## src/rtl/uart_tx_arbiter_if.sv

```systemverilog
// Bundle between the requesting clients, the shared uart_tx_top and the arbiter.
// slave = arbiter side, master = clients plus transmitter side.
interface uart_tx_arbiter_if #(
  parameter int NUM_REQ = 4,
  parameter int DATA_W  = 8
);
  localparam int ID_W = (NUM_REQ > 1) ? $clog2(NUM_REQ) : 1;

  logic [NUM_REQ-1:0]        req_valid;
  logic [NUM_REQ*DATA_W-1:0] req_data;
  logic [NUM_REQ-1:0]        req_parity_en;
  logic [NUM_REQ-1:0]        req_parity_type;
  logic [NUM_REQ-1:0]        req_ready;
  logic [DATA_W-1:0]         tx_data;
  logic                      tx_data_valid;
  logic                      tx_parity_en;
  logic                      tx_parity_type;
  logic                      tx_done;
  logic                      busy;
  logic [ID_W-1:0]           grant_id;
  logic                      timeout_err;

  modport slave (
    input  req_valid, req_data, req_parity_en, req_parity_type, tx_done,
    output req_ready, tx_data, tx_data_valid, tx_parity_en, tx_parity_type,
           busy, grant_id, timeout_err
  );

  modport master (
    output req_valid, req_data, req_parity_en, req_parity_type, tx_done,
    input  req_ready, tx_data, tx_data_valid, tx_parity_en, tx_parity_type,
           busy, grant_id, timeout_err
  );
endinterface

```

## src/rtl/uart_tx_arbiter.sv

```systemverilog
// Round-robin arbiter sharing one uart_tx_top among NUM_REQ byte requesters.
// Define UART_TX_ARB_TIMEOUT_EN to enable the WAIT_DONE timeout (TIMEOUT cycles).
module uart_tx_arbiter #(
  parameter int NUM_REQ = 4,
  parameter int DATA_W  = 8,
  parameter int TIMEOUT = 4095
) (
  input  logic              clk1,
  input  logic              rst,
  uart_tx_arbiter_if.slave  bus
);
  localparam int ID_W = (NUM_REQ > 1) ? $clog2(NUM_REQ) : 1;

  typedef enum logic [1:0] {S_IDLE, S_LOAD, S_WAIT_DONE} state_t;

  state_t               r_state;
  logic [ID_W-1:0]      r_last;
  logic [NUM_REQ-1:0]   r_req_ready;
  logic [DATA_W-1:0]    r_tx_data;
  logic                 r_tx_data_valid;
  logic                 r_tx_parity_en;
  logic                 r_tx_parity_type;
  logic                 r_busy;
  logic [ID_W-1:0]      r_grant_id;

  logic [DATA_W-1:0]    w_req_bytes [NUM_REQ];
  logic                 w_found;
  logic [ID_W-1:0]      w_winner;
  logic [ID_W-1:0]      w_idx;

  for (genvar g = 0; g < NUM_REQ; g++) begin : g_bytes
    assign w_req_bytes[g] = bus.req_data[g*DATA_W +: DATA_W];
  end

  // Search order starts just after the last completed grant, wrapping around.
  always_comb begin
    // NOTE: every variable gets a default first so no path leaves it unassigned (no latch).
    w_found  = 1'b0;
    w_winner = '0;
    w_idx    = '0;
    for (int i = 1; i <= NUM_REQ; i++) begin
      w_idx = ID_W'((int'(r_last) + i) % NUM_REQ);
      if (!w_found && bus.req_valid[w_idx]) begin
        w_found  = 1'b1;
        w_winner = w_idx;
      end
    end
  end

`ifdef UART_TX_ARB_TIMEOUT_EN
  localparam int CNT_W = $clog2(TIMEOUT + 1);
  logic [CNT_W-1:0] r_cnt;
  logic             r_timeout_err;
  assign bus.timeout_err = r_timeout_err;
`else
  logic w_unused_timeout;
  assign w_unused_timeout = (TIMEOUT != 0);
  assign bus.timeout_err  = 1'b0;
`endif

  always_ff @(posedge clk1 or negedge rst) begin
    if (!rst) begin
      // NOTE: sequential state is updated with non-blocking assignments only.
      r_state          <= S_IDLE;
      r_last           <= ID_W'(NUM_REQ - 1);
      r_req_ready      <= '0;
      r_tx_data        <= '0;
      r_tx_data_valid  <= 1'b0;
      r_tx_parity_en   <= 1'b0;
      r_tx_parity_type <= 1'b0;
      r_busy           <= 1'b0;
      r_grant_id       <= '0;
`ifdef UART_TX_ARB_TIMEOUT_EN
      r_cnt            <= '0;
      r_timeout_err    <= 1'b0;
`endif
    end else begin
      r_req_ready     <= '0;
      r_tx_data_valid <= 1'b0;
`ifdef UART_TX_ARB_TIMEOUT_EN
      r_timeout_err   <= 1'b0;
`endif
      case (r_state)
        S_IDLE: begin
          if (w_found) begin
            r_tx_data        <= w_req_bytes[w_winner];
            r_tx_parity_en   <= bus.req_parity_en[w_winner];
            r_tx_parity_type <= bus.req_parity_type[w_winner];
            r_req_ready      <= NUM_REQ'(1) << w_winner;
            r_tx_data_valid  <= 1'b1;
            r_busy           <= 1'b1;
            r_grant_id       <= w_winner;
            r_state          <= S_LOAD;
          end
        end
        S_LOAD: begin
          r_state <= S_WAIT_DONE;
`ifdef UART_TX_ARB_TIMEOUT_EN
          r_cnt   <= '0;
`endif
        end
        S_WAIT_DONE: begin
          // tx_done on the final timeout cycle takes precedence over the error.
          if (bus.tx_done) begin
            r_busy  <= 1'b0;
            r_last  <= r_grant_id;
            r_state <= S_IDLE;
          end
`ifdef UART_TX_ARB_TIMEOUT_EN
          else if (r_cnt == CNT_W'(TIMEOUT - 1)) begin
            r_busy        <= 1'b0;
            r_last        <= r_grant_id;
            r_timeout_err <= 1'b1;
            r_state       <= S_IDLE;
          end else begin
            r_cnt <= r_cnt + 1'b1;
          end
`endif
        end
        default: r_state <= S_IDLE;
      endcase
    end
  end

  assign bus.req_ready      = r_req_ready;
  assign bus.tx_data        = r_tx_data;
  assign bus.tx_data_valid  = r_tx_data_valid;
  assign bus.tx_parity_en   = r_tx_parity_en;
  assign bus.tx_parity_type = r_tx_parity_type;
  assign bus.busy           = r_busy;
  assign bus.grant_id       = r_grant_id;
endmodule
```

## src/flat_wrapper.sv

```systemverilog
// flat-port wrapper written by rule: the top's interface ports become plain ports
module uart_tx_arbiter_flat 
#(
  parameter int NUM_REQ = 4,
  parameter int DATA_W  = 8,
  parameter int TIMEOUT = 4095
)
  (clk1, rst, bus_req_valid, bus_req_data, bus_req_parity_en, bus_req_parity_type, bus_tx_done, bus_req_ready, bus_tx_data, bus_tx_data_valid, bus_tx_parity_en, bus_tx_parity_type, bus_busy, bus_grant_id, bus_timeout_err);
  uart_tx_arbiter_if #(.NUM_REQ(NUM_REQ), .DATA_W(DATA_W)) bus_i ();
  input  logic clk1;
  input  logic rst;
  input wire logic [$bits(bus_i.req_valid)-1:0] bus_req_valid;
  input wire logic [$bits(bus_i.req_data)-1:0] bus_req_data;
  input wire logic [$bits(bus_i.req_parity_en)-1:0] bus_req_parity_en;
  input wire logic [$bits(bus_i.req_parity_type)-1:0] bus_req_parity_type;
  input wire logic [$bits(bus_i.tx_done)-1:0] bus_tx_done;
  output wire logic [$bits(bus_i.req_ready)-1:0] bus_req_ready;
  output wire logic [$bits(bus_i.tx_data)-1:0] bus_tx_data;
  output wire logic [$bits(bus_i.tx_data_valid)-1:0] bus_tx_data_valid;
  output wire logic [$bits(bus_i.tx_parity_en)-1:0] bus_tx_parity_en;
  output wire logic [$bits(bus_i.tx_parity_type)-1:0] bus_tx_parity_type;
  output wire logic [$bits(bus_i.busy)-1:0] bus_busy;
  output wire logic [$bits(bus_i.grant_id)-1:0] bus_grant_id;
  output wire logic [$bits(bus_i.timeout_err)-1:0] bus_timeout_err;
  assign bus_i.req_valid = bus_req_valid;
  assign bus_i.req_data = bus_req_data;
  assign bus_i.req_parity_en = bus_req_parity_en;
  assign bus_i.req_parity_type = bus_req_parity_type;
  assign bus_i.tx_done = bus_tx_done;
  assign bus_req_ready = bus_i.req_ready;
  assign bus_tx_data = bus_i.tx_data;
  assign bus_tx_data_valid = bus_i.tx_data_valid;
  assign bus_tx_parity_en = bus_i.tx_parity_en;
  assign bus_tx_parity_type = bus_i.tx_parity_type;
  assign bus_busy = bus_i.busy;
  assign bus_grant_id = bus_i.grant_id;
  assign bus_timeout_err = bus_i.timeout_err;
  uart_tx_arbiter #(.NUM_REQ(NUM_REQ), .DATA_W(DATA_W), .TIMEOUT(TIMEOUT)) u_core (.clk1(clk1), .rst(rst), .bus(bus_i));
endmodule
```

## config.mk

```make
export PLATFORM = sky130hd
export DESIGN_NAME = uart_tx_arbiter_flat
export DESIGN_NICKNAME = d
export VERILOG_FILES = /design/src/rtl/uart_tx_arbiter_if.sv /design/src/rtl/uart_tx_arbiter.sv /design/src/flat_wrapper.sv
export SDC_FILE = /design/constraint.sdc
export NUM_CORES = 1
export LEC_CHECK = 0
export CORE_MARGIN = 5
export CORE_UTILIZATION = 37
export CTS_CLUSTER_SIZE = 24
export DETAILED_ROUTE_END_ITERATION = 12
export HOLD_SLACK_MARGIN = 0.06
export PLACE_DENSITY_LB_ADDON = 0.05
export SLEW_MARGIN = 20
export SYNTH_ARGS = -nofsm -noshare
export SYNTH_HDL_FRONTEND = slang
export SYNTH_SLANG_ARGS = --single-unit
```

## constraint.sdc

```tcl
create_clock -name clk1 -period 1.8 [get_ports clk1]
set_input_delay 0.27 -clock clk1 [delete_from_list [all_inputs] [get_ports clk1]]
set_output_delay 0.27 -clock clk1 [all_outputs]
set_load 0.005 [all_outputs]
```

==> flow_summary_export.csv <==
group,metric,value,unit
outcome,outcome,"finished, final reports clean",
cts,cts_root_buf,"clkbuf_4",
drt,ant_nets,0,
cells_and_area,antenna_cells,0,
drt,viasPerCell,4.95,
setup_path,crit_required,1.98,ns
setup_path,critical-path-top-delay-family,"flip-flops",
drt,drt_iter0_markers,37,
logic_synthesis,synth.distinct_cells,22,
grt,grtUsageMet3,4.79,%
setup_path,critPathCaptureType,"register",
logic_synthesis,yosysTopAreaCell,"dfrtp_1",
timing,finClkSkew,0.00422,ns
cts,cts-htree-levels,1,
setup_path,crit_chain,"mux2i_1 -> o221a_4 -> clkbuf_16 -> mux2i_1 -> o221ai_1",
grt,grt_pass1_vias,1128,
cells_and_area,layout_common_cells,"64 x clkdlybuf4s50_1, 20 x dfrtp_1, 19 x mux2i_1",
grt,grt_use_total,15.5,%
power,p_leak,0.000860,uW
drt,routed_wl,3200,um
logic_synthesis,synth_fp_nets,151,
floorplan,die-area,4270,sq um
setup_path,worst_path_most_repeated_cell,"mux2i_1",
timing,finalCritPeriodShare,94.2,%
logic_synthesis,yosys-top-cells-area,"dfrtp_1 44%, mux2i_1 19%, o221ai_1 7.7%",
floorplan,dieWidth,65.4,um
logic_synthesis,ys_warn_count,0,
floorplan,rows,20,
floorplan,initial_core_util,37.8,%
setup_path,cp_slowest_cell,"dfstp_2",
logic_synthesis,synthCells,104,
cts,ctsHoldBuffers,0,
place,gp_congestion,0.722,
cts,clock_path_buffers,2,
floorplan,io_pins,66,
setup_path,startpoint_type,"register",
cts,path_clk_slew,0.12,ns
drt,drt-pass1-iter-count,4,
cts,cts_sinks,22,
logic_synthesis,syn_area,1130,sq um
drt,remaining_drc_errors,0,
logic_synthesis,syn_avg_cell_area,10.9,sq um
setup_path,cp_num_buf_inv,1,
timing,hold_viol,0,
cells_and_area,drive_gt1_share,13.6,%
cts,cts_tree,"done",
power,intPower,1770,uW
place,hpwl,2450,um
drt,vias,1035,
job,drv_cap,0,
logic_synthesis,ys_ff_latch,22,
setup_path,critPathKind,"register to register",
power,clock_power_share,10.3,%
power,p_comb_share,56.9,%
power,power_switching,878,uW
logic_synthesis,synth.yosys.seq_area_share,48.7,%
cts,cts-buffers-inserted,3,
timing,worst_slack,0.104,ns
power,powerDensity,1370,nW/um^2
hold_path,hold_path.class,"input port to asynchronous set/reset pin",
power,power,2650,uW
logic_synthesis,synth.top_cell.area_share,44.1,%
floorplan,die_h,65.4,um
grt,grt_first_pass_wirelength,5180,um
timing,post-route-min-period,1.70,ns
setup_path,cpPeakStageDelay,0.59,ns
timing,setup_viol,0,
grt,grtUsageMet2,26.9,%
timing,fin_tns_setup,0,ns
cells_and_area,syn2layout_area_growth,70.3,%
power,vdd_drop_max,595,uV
power,seqPwrFrac,32.8,%
floorplan,core_area,3000,sq um
grt,grt_busiest_layer,"met2",
place,port_buffers,64,
setup_path,path_max_fanout,7,
timing,slew_violations,0,
grt,grtUsageMet1,17.8,%
power,netSwitchingFraction,33.2,%
cells_and_area,nets,224,
grt,grt_max_degree,23,
setup_path,arrival,1.88,ns
cts,clkLatencyLatePin,0.30,ns
drt,wl_per_cell,15.3,um
place,pre_cts_ws,-0.234,ns
grt,gr-total-overflow,0,
timing,max_freq,590,MHz
grt,antenna_found_initial,0,
cells_and_area,mostFrequentLayoutCell,"clkdlybuf4s50_1",
[per-stage QoR]
stage                     hold WS [ns]  cell area (sq um)  util, %  cells
after CTS                        0.295               1880     62.5    208
final                            0.297               1930     64.4    209
after detailed placement         0.471               1830     61.0    203
after global routing             0.295               1930     64.4    209
after floorplan                -0.0256               1130        -    104
after global placement           0.462               1830     61.0    203
[sequential cells by signal, indices dropped and copies added, names as in the netlist]
signal,cells
u_core.bus.grant_id,2
u_core.r_state,2
u_core.bus.tx_data,8
u_core.bus.tx_data_valid,1
u_core.r_last,2
u_core.bus.req_ready,4
u_core.bus.tx_parity_type,1
u_core.bus.tx_parity_en,1
u_core.bus.busy,1
[final timing paths]
path / start / end / slack (ns) / cells past startpoint
max in group asynchronous: rst / u_core.r_last[0] / 1.22 / 2
max reg2reg: u_core.r_last[1] / u_core.bus.tx_data[7] / 0.10 / 5
min reg2reg: u_core.bus.busy / u_core.bus.busy / 0.50 / 2
min in group clk1: u_core.bus.busy / u_core.bus.busy / 0.50 / 2
min: rst / u_core.bus.tx_data[6] / 0.30 / 2
max: u_core.r_last[1] / u_core.bus.tx_data[7] / 0.10 / 5
[synthesized netlist by cell type, drive strengths merged]
cell type	instances
o221ai	10
nand2b	2
mux2i	21
conb	1
a21oi	3
buf	4
nand3b	1
mux2	3
o21ai	1
a31oi	1
o221a	1
inv	4
nor2b	1
a211o	1
nor2	7
dfrtp	20
clkbuf	3
nand2	18
dfstp	2
[kinds of logic (layout without fill, tap and decap cells)]
kind of cell / count (synthesis) / count (layout) / synth area share, %
AO/OA/AOI/OAI: 17 / 17 / 11.8
multiplexers: 24 / 24 / 21.5
other: 1 / 1 / 0.330
buffers and inverters: 11 / 83 / 7.06
AND/OR/NAND/NOR: 29 / 29 / 10.6
flip-flops: 22 / 22 / 48.7
[power by group through the flow]
stage	Combinational (uW)	Sequential, uW	Clock [uW]
after floorplan	725	886	0
after global placement	1380	882	0
after detailed placement	1410	886	0
after CTS	1440	870	281
after global routing	1650	907	315
final	1510	868	271
[repair_timing]
item,4_1_cts,5_1_grt
setup buffers,1,0
cloned,0,1
endpoints found under the setup margin,4,9
resized for setup,0,7
pin swaps,1,1
[layer usage]
metal | routed length [um] | part of all wire (%) | up-vias
met3 | 236 | 7.4 | 2
met2 | 1620 | 51 | 36
li1 | - | - | 513
met1 | 1320 | 41 | 484
met5 | 0 | 0 | -
met4 | 20 | 0.63 | 0
[layout make-up]
class | count | area (sq um)
clock buffer | 4 | 36.3
fill | 267 | 1070
inverter | 4 | 15.0
multi-input combinational | 71 | 531
sequential | 22 | 553
tap | 33 | 41.3
timing repair buffer | 75 | 757
Power figures use the tool's default switching activity.
